[config.mk]
export PLATFORM = sky130hd
export DESIGN_NAME = resp_router
export DESIGN_NICKNAME = d
export VERILOG_FILES = /design/src/rtl/resp_router_pkg.sv /design/src/rtl/resp_id_fifo.sv /design/src/rtl/resp_router.sv
export SDC_FILE = /design/constraint.sdc
export NUM_CORES = 1
export LEC_CHECK = 0
export CORE_ASPECT_RATIO = 1.4
export CORE_UTILIZATION = 44
export DETAILED_ROUTE_END_ITERATION = 8
export GPL_ROUTABILITY_DRIVEN = 0
export PLACE_DENSITY = 0.71
export RECOVER_POWER = 100
export SYNTH_ARGS = -nofsm -noshare
export SYNTH_HDL_FRONTEND = slang
export SYNTH_SLANG_ARGS = --single-unit
[constraint.sdc]
create_clock -name aclk -period 2 [get_ports aclk]
set_input_delay 0.3 -clock aclk [delete_from_list [all_inputs] [get_ports aclk]]
set_output_delay 0.3 -clock aclk [all_outputs]
set_load 0.02 [all_outputs]
[src/rtl/resp_router_pkg.sv]
// Shared types and constants for the read-response router.
package resp_router_pkg;

    localparam int DEF_MASTER_NUM = 4;
    localparam int DEF_DEPTH      = 8;
    localparam int DEF_BEATS_W    = 4;

    // $clog2 that never returns 0, so a 1-entry range still gets a 1-bit field.
    function automatic int safe_clog2(input int n);
        return (n <= 2) ? 1 : $clog2(n);
    endfunction

    localparam int DEF_MSEL_W = safe_clog2(DEF_MASTER_NUM);

    // One outstanding read: which master asked, and how many beats (minus one) it expects.
    typedef struct packed {
        logic [DEF_MSEL_W-1:0]  master;
        logic [DEF_BEATS_W-1:0] len;
    } rd_entry_t;

endpackage

[src/rtl/resp_id_fifo.sv]
// Order-preserving FIFO of outstanding read entries. Pointers carry one extra
// wrap bit so full and empty are told apart without a separate counter.
module resp_id_fifo
    import resp_router_pkg::*;
#(
    parameter int  DEPTH   = DEF_DEPTH,
    parameter type entry_t = rd_entry_t,
    localparam int IDX_W   = safe_clog2(DEPTH),
    localparam int PTR_W   = IDX_W + 1
) (
    input  logic             clk,
    input  logic             rst,
    input  logic             push,
    input  logic             pop,
    input  entry_t           din,
    output entry_t           head,
    output logic             full,
    output logic             empty,
    output logic [PTR_W-1:0] count
);

    entry_t           mem [DEPTH];
    logic [PTR_W-1:0] wr_ptr;
    logic [PTR_W-1:0] rd_ptr;
    logic             do_push;
    logic             do_pop;

    assign do_push = push && !full;
    assign do_pop  = pop && !empty;

    assign empty = (wr_ptr == rd_ptr);
    assign full  = (wr_ptr[PTR_W-1] != rd_ptr[PTR_W-1]) &&
                   (wr_ptr[IDX_W-1:0] == rd_ptr[IDX_W-1:0]);
    assign count = wr_ptr - rd_ptr;
    assign head  = mem[rd_ptr[IDX_W-1:0]];

    // Pointers wrap naturally modulo 2*DEPTH; reset only clears control state.
    always_ff @(posedge clk) begin
        if (rst) begin
            wr_ptr <= '0;
            rd_ptr <= '0;
        end else begin
            if (do_push) wr_ptr <= wr_ptr + 1'b1;
            if (do_pop)  rd_ptr <= rd_ptr + 1'b1;
        end
    end

    // Entry storage needs no reset: empty pointers make stale contents unreachable.
    always_ff @(posedge clk) begin
        if (do_push) mem[wr_ptr[IDX_W-1:0]] <= din;
    end

endmodule

[src/rtl/resp_router.sv]
// Steers each returning read-response beat to the master that issued the
// matching request, tracking burst beats and flagging protocol errors.
module resp_router
    import resp_router_pkg::*;
#(
    parameter int  MASTER_NUM = DEF_MASTER_NUM,
    parameter int  MSEL_W     = safe_clog2(MASTER_NUM),
    parameter int  DEPTH      = DEF_DEPTH,
    parameter int  BEATS_W    = DEF_BEATS_W,
    localparam int CNT_W      = safe_clog2(DEPTH) + 1
) (
    input  logic                  aclk,
    input  logic                  areset,
    input  logic                  rd_req,
    input  logic [MSEL_W-1:0]     rd_master,
    input  logic [BEATS_W-1:0]    rd_len,
    output logic                  rd_ready,
    input  logic                  resp,
    output logic [MASTER_NUM-1:0] resp_en,
    output logic                  resp_last,
    output logic [CNT_W-1:0]      outstanding,
    output logic                  err_unexpected,
    output logic                  err_overflow
);

    typedef struct packed {
        logic [MSEL_W-1:0]  master;
        logic [BEATS_W-1:0] len;
    } entry_t;

    entry_t             push_entry;
    entry_t             head;
    logic               full;
    logic               empty;
    logic               push;
    logic               steer;
    logic               head_in_range;
    logic [BEATS_W-1:0] beat_cnt;

    assign push_entry = '{master: rd_master, len: rd_len};
    assign rd_ready   = !full;
    assign push       = rd_req && rd_ready;
    assign steer      = resp && !empty;
    assign resp_last  = steer && (beat_cnt == head.len);

    // IDs beyond the master count are kept in the queue but steer nowhere.
    assign head_in_range = ({1'b0, head.master} < (MSEL_W + 1)'(MASTER_NUM));

    resp_id_fifo #(
        .DEPTH   (DEPTH),
        .entry_t (entry_t)
    ) u_id_fifo (
        .clk   (aclk),
        .rst   (areset),
        .push  (push),
        .pop   (resp_last),
        .din   (push_entry),
        .head  (head),
        .full  (full),
        .empty (empty),
        .count (outstanding)
    );

    // One-hot steering of the current beat to the head request's master.
    always_comb begin
        resp_en = '0;
        if (steer && head_in_range) resp_en[head.master] = 1'b1;
    end

    // Beat counter walks the head burst and restarts when the burst retires.
    always_ff @(posedge aclk) begin
        if (areset)         beat_cnt <= '0;
        else if (resp_last) beat_cnt <= '0;
        else if (steer)     beat_cnt <= beat_cnt + 1'b1;
    end

    // Sticky error flags, cleared only by reset.
    always_ff @(posedge aclk) begin
        if (areset) begin
            err_unexpected <= 1'b0;
            err_overflow   <= 1'b0;
        end else begin
            if (resp && empty)     err_unexpected <= 1'b1;
            if (rd_req && !rd_ready) err_overflow <= 1'b1;
        end
    end

endmodule
==> metrics.txt, run 1 <==
failing checks=setup timing; pin count of the biggest net entering global routing=14; sequential cell area=1790 um^2; DRT iter0 DRCs=88; core area=6170 um^2; initial cell density of the core=0.453; Vias=1666; row count=34; final clock skew=0.0121 ns; setup TNS=-4.90 ns; reg2reg setup slack=-0.29 ns; Seq/Total Area, Yosys=0.638; Syn Area/Cell=14.9 um^2; number of flops mapped to enable cells by yosys=48; Most Crowded Layer GR=met2; worst setup margin=-0.345 ns; detailed-route wire length per cell=17.1 um; ANT cells=0; ys flop type=edfxtp_1; Worst Tran Pin Value=0.465 ns; Synth area leader=edfxtp_1; Tcrit/Tclk final=1.17; outcome=finished, violations left; worst-path fanout max=4; Layout area overhead=33.7%; Die ar.=6670 um^2; Worst Hold Depth=2; number of port buffers=21; Die W=69.3 um; total gr overflow=0; crit path capture type=output pin; initial antenna violation count=0; synth cell count leaders=edfxtp_1 (48), nor2_1 (20), dfxtp_1 (17); Mapped Cells=188; Detail Route Antenna Nets=0; vias per cell=5.13; Post-layout nets=265; DRC Markers=0; Slew Viols, Final=0; Clk pin slew, worst setup/hold paths=0.08 ns; Distinct cells, synth=32; # hold bufs at CTS=0; Cells after DPL=307; syn_nets=205; first-pass GRT wire length=8470 um; Power Dens Cells=822 nW/um^2; Slew HR=0.689; met2 usage=0.309; fin cells=325; met1 GRT Util=0.206; total detailed-routing wirelength=5560 um; Synth top area share=0.516; Synth Cell Area=2790 um^2; RSZ-0062 raised after global routing=true; multi-input logic area=1030 um^2; count of clock tree sinks=65; Finish-stage setup viols=41; maximum clock path buffer count=2; min Tclk post-route=2.35 ns; htree depth=3; Hold Fails Final Rpt=0; TritonCTS buffer count=9; Syn. warnings=0; Die Span Y=96.3 um; I/O Pins=22; HP Class=reg -> reg; count leader, synth=edfxtp_1; share of cells above drive strength 1=0.387; ys async rst share=0; worst vdd ir=0.649 mV; GRT met3 Usage=0.0335; Core Util, Final=0.605; fillers=483; crit path DAT=2.05 ns; Detailed Place HPWL=3770 um; Reg2Reg Depth=8; Worst-Skew Late Latency=0.35 ns; Placed Area=3400 um^2; CP startpoint kind=register; Clock Tree Root=clkbuf_8; crit path kind=reg -> out; ranking of synthesized cells by area=edfxtp_1 (52%), dfxtp_1 (12%), mux4_2 (5.6%); drt pass-1 iters=4; Worst Path Required=1.70 ns; vias in the first global route=1738; FMAX=426 MHz; max_cap viols=0; cell area after layout=3730 um^2; flops & latches, synth=65; Total GRT Usage=0.180; Pleak=1.37 nW; CTS tree=done
## flip-flops by register name, indices dropped and copies added, names as in the netlist, named ones only
register / count
u_id_fifo.mem: 48
beat_cnt: 4
u_id_fifo.rd_ptr: 4
u_id_fifo.wr_ptr: 4
err_overflow: 1
err_unexpected: 1
## final timing paths
| check | from | endpoint |
|---|---|---|
| worst max-delay path | register | resp_last |
| worst min-delay path | err_unexpected$_SDFFE_PP0P_ | err_unexpected$_SDFFE_PP0P_ |
| worst max register to register | register | u_id_fifo.rd_ptr[3]$_SDFFE_PP0P_ |
| worst min register to register | err_unexpected$_SDFFE_PP0P_ | err_unexpected$_SDFFE_PP0P_ |
## layer usage
metal	wire length [um]	vias to the layer above
li1	-	814
met1	2310	814
met2	2960	27
met3	150	11
met4	138	0
met5	0	-
## placed cells by master (no fill, tap or decap), types with 4 or more instances in the layout
cell type      count
buf_4             26
edfxtp_1          48
dfxtp_2            5
mux2i_1           12
a21oi_1            5
nor2_2             5
nor2_4             5
ha_1               5
xor2_1             8
buf_6             10
dfxtp_1           12
mux4_2            10
nand2_1           10
clkbuf_8           9
nor3_1             4
inv_1              8
buf_12             4
dlygate4sd3_1      8
nor2_1            10
## logic make-up (layout without fill, tap and decap cells)
logic type / count (synthesis) / after routing / synth area share
simple gates: 48 / 48 / 0.0784
xor+xnor: 11 / 11 / 0.0345
mux: 27 / 27 / 0.147
flops: 65 / 65 / 0.638
compound gates: 13 / 13 / 0.0314
fa+ha+maj: 7 / 7 / 0.0340
buf+inv: 17 / 82 / 0.0372
## stage by stage
stage / hold slack [ns] / setup slack, ns / total power, mW
3_5_place_dp: 0.467 / -0.503 / 1.75
3_3_place_gp: 0.449 / -0.510 / 1.74
5_1_grt: 0.514 / -0.411 / 3.15
2_1_floorplan: 0.399 / -0.0180 / 1.63
6_report: 0.470 / -0.345 / 3.07
4_1_cts: 0.485 / -0.347 / 3.07
## worst max-delay path, stage by stage (launching register included)
cell and delay, ns:
dfxtp_2 0.33, buf_6 0.11, mux4_2 0.53, mux2i_4 0.20, xor2_1 0.16, and4_4 0.25
buf_6 0.12
## power breakdown
group,internal [mW],total [mW],switching [mW]
registers,1.47,1.49,0.0122
clock network,0.827,1.34,0.510
logic,0.119,0.244,0.125
total,2.42,3.07,0.648
## what timing repair did
action	in CTS	in global routing
setup endpoints to repair	23	25
resized for setup	56	16
setup buffers	1	1
pin swaps	5	9
## final cells by class
cell class | instances | share of cell area
well taps | 72 | 0.0241
multi-input cells | 106 | 0.277
clock buffers | 9 | 0.0332
repair buffers | 57 | 0.146
flip-flops and latches | 65 | 0.479
clock inverters | 7 | 0.0318
inverters | 9 | 0.00905
Note: power is estimated with default switching activity, not from simulation.
==> run 2, diff against run 1 <==
CORE_MARGIN = 2   (was not set)
==> metrics.txt, run 2 (synthesis gave the netlist of run 1 again) <==
reg2reg end=u_id_fifo.rd_ptr[3]$_SDFFE_PP0P_; multi-input logic area=1020 um^2; CP startpoint kind=register; Clk pin slew, worst setup/hold paths=0.07 ns; DRT iter0 DRCs=54; crit path kind=reg -> out; Layout area overhead=30.7%; total gr overflow=0; first-pass GRT wire length=8400 um; total detailed-routing wirelength=5330 um; pin count of the biggest net entering global routing=14; # hold bufs at CTS=0; Pleak=1.33 nW; Placed Area=3370 um^2; crit path DAT=2.02 ns; Max stage delay on crit path=0.51 ns; Vias=1659; crit path capture type=output pin; initial antenna violation count=0; Reg2Reg Depth=7; core area=6170 um^2; fillers=477; number of flip-flops in the largest register=48; crit-path cells=mux4_2 -> mux2i_2 -> xor2_1 -> and4_4 -> buf_6; Slew Viols, Final=0; ANT cells=0; sequential cell area=1790 um^2; most common cell after layout, fill and taps aside=edfxtp_1; count of clock tree sinks=65; worst setup margin=-0.321 ns; Post-layout nets=263; Hold Fails Final Rpt=0; share of cells above drive strength 1=0.363; worst vdd ir=0.514 mV; max_cap viols=0; number of port buffers=21; Tcrit/Tclk final=1.16; min Tclk post-route=2.32 ns; TritonCTS buffer count=9; worst-path fanout max=6; maximum clock path buffer count=2; detailed-route wire length per cell=16.5 um; Critical Path Slowest Stage Cell=mux4_2; htree depth=3; initial cell density of the core=0.453; Worst-Skew Late Latency=0.33 ns; setup TNS=-8.55 ns; DRC Markers=0; worst setup path endpoint=resp_last; failing checks=setup timing; FMAX=431 MHz; row count=34; Detailed Place HPWL=3800 um; Total GRT Usage=0.165; HP Class=reg -> reg; Slew HR=0.794; Die W=71.3 um; outcome=finished, violations left; Die ar.=7010 um^2; Detail Route Antenna Nets=0; Clock Tree Root=clkbuf_8; drt pass-1 iters=4; Die Span Y=98.3 um; Power Dens Cells=787 nW/um^2; I/O Pins=22; vias in the first global route=1691; reg2reg setup slack=-0.31 ns; cell area after layout=3650 um^2; Worst Tran Pin Value=0.309 ns; vias per cell=5.14; CTS tree=done; Worst Path Required=1.70 ns; RSZ-0062 raised after global routing=true; Finish-stage setup viols=62; most frequent cells in the layout=edfxtp_1 (48), buf_4 (32), mux2i_1 (13), nor2_1 (12), dfxtp_1 (11); final clock skew=0.0116 ns
[run 2: metrics by stage]
stage	worst slack (ns)	util	hold slack (ns)	total power [mW]	instances
after floorplan	-0.0180	-	0.399	1.63	188
after global placement	-0.545	0.547	0.449	1.74	304
after detailed placement	-0.572	0.547	0.468	1.75	304
after CTS	-0.348	0.589	0.489	2.90	322
after global routing	-0.392	0.592	0.511	2.98	323
final	-0.321	0.592	0.476	2.87	323
[run 2: power breakdown]
part | total [mW] | leakage [nW] | internal [mW] | switching, mW
clock | 1.15 | 0.0997 | 0.695 | 0.452
sequential | 1.49 | 0.577 | 1.47 | 0.0130
combinational | 0.238 | 0.651 | 0.118 | 0.120
total | 2.87 | 1.33 | 2.29 | 0.586
[run 2: repair_timing]
action                     4_1_cts  5_1_grt
gates resized for setup         57        9
pin swaps                        5        5
hold endpoints to repair         0        0
setup buffers                    2        1
setup endpoints to repair       28       41
[run 2: worst min-delay path by stage]
stage                                start                       endpoint  slack (ns)  cells after the start
2_1_floorplan                    rd_len[0]  u_id_fifo.mem[0][0]$_DFFE_PP_        0.40                      0
3_3_place_gp     err_overflow$_SDFFE_PP0P_      err_overflow$_SDFFE_PP0P_        0.45                      2
3_5_place_dp   err_unexpected$_SDFFE_PP0P_    err_unexpected$_SDFFE_PP0P_        0.47                      2
4_1_cts        err_unexpected$_SDFFE_PP0P_    err_unexpected$_SDFFE_PP0P_        0.49                      2
5_1_grt          err_overflow$_SDFFE_PP0P_      err_overflow$_SDFFE_PP0P_        0.51                      2
6_report         err_overflow$_SDFFE_PP0P_      err_overflow$_SDFFE_PP0P_        0.48                      2
[run 2: area by class of cell]
class | count | share of cell area
Tap cell | 72 | 0.0247
Clock buffer | 12 | 0.0370
Inverter | 9 | 0.00926
Sequential cell | 65 | 0.491
Clock inverter | 4 | 0.0185
Timing Repair Buffer | 55 | 0.140
Multi-Input combinational cell | 106 | 0.280
[run 2: critical path: cells and delay by family (launching register included)]
family / cells / cell delay (ns)
xor gates and xnor gates: 1 / 0.19
buffers and inverters: 1 / 0.12
DFF: 1 / 0.40
muxes: 2 / 0.71
and+or+nand+nor: 1 / 0.26
[run 2: per-layer routing]
layer  vias to the layer above  part of all wire  wire [um]  GRT usage
met5                         -                 0          0          0
met4                         0            0.0079         42     0.0581
met3                         4             0.035        184     0.0537
met2                        26              0.55       2910      0.281
met1                       821              0.41       2200      0.195
li1                        808                 -          -          -
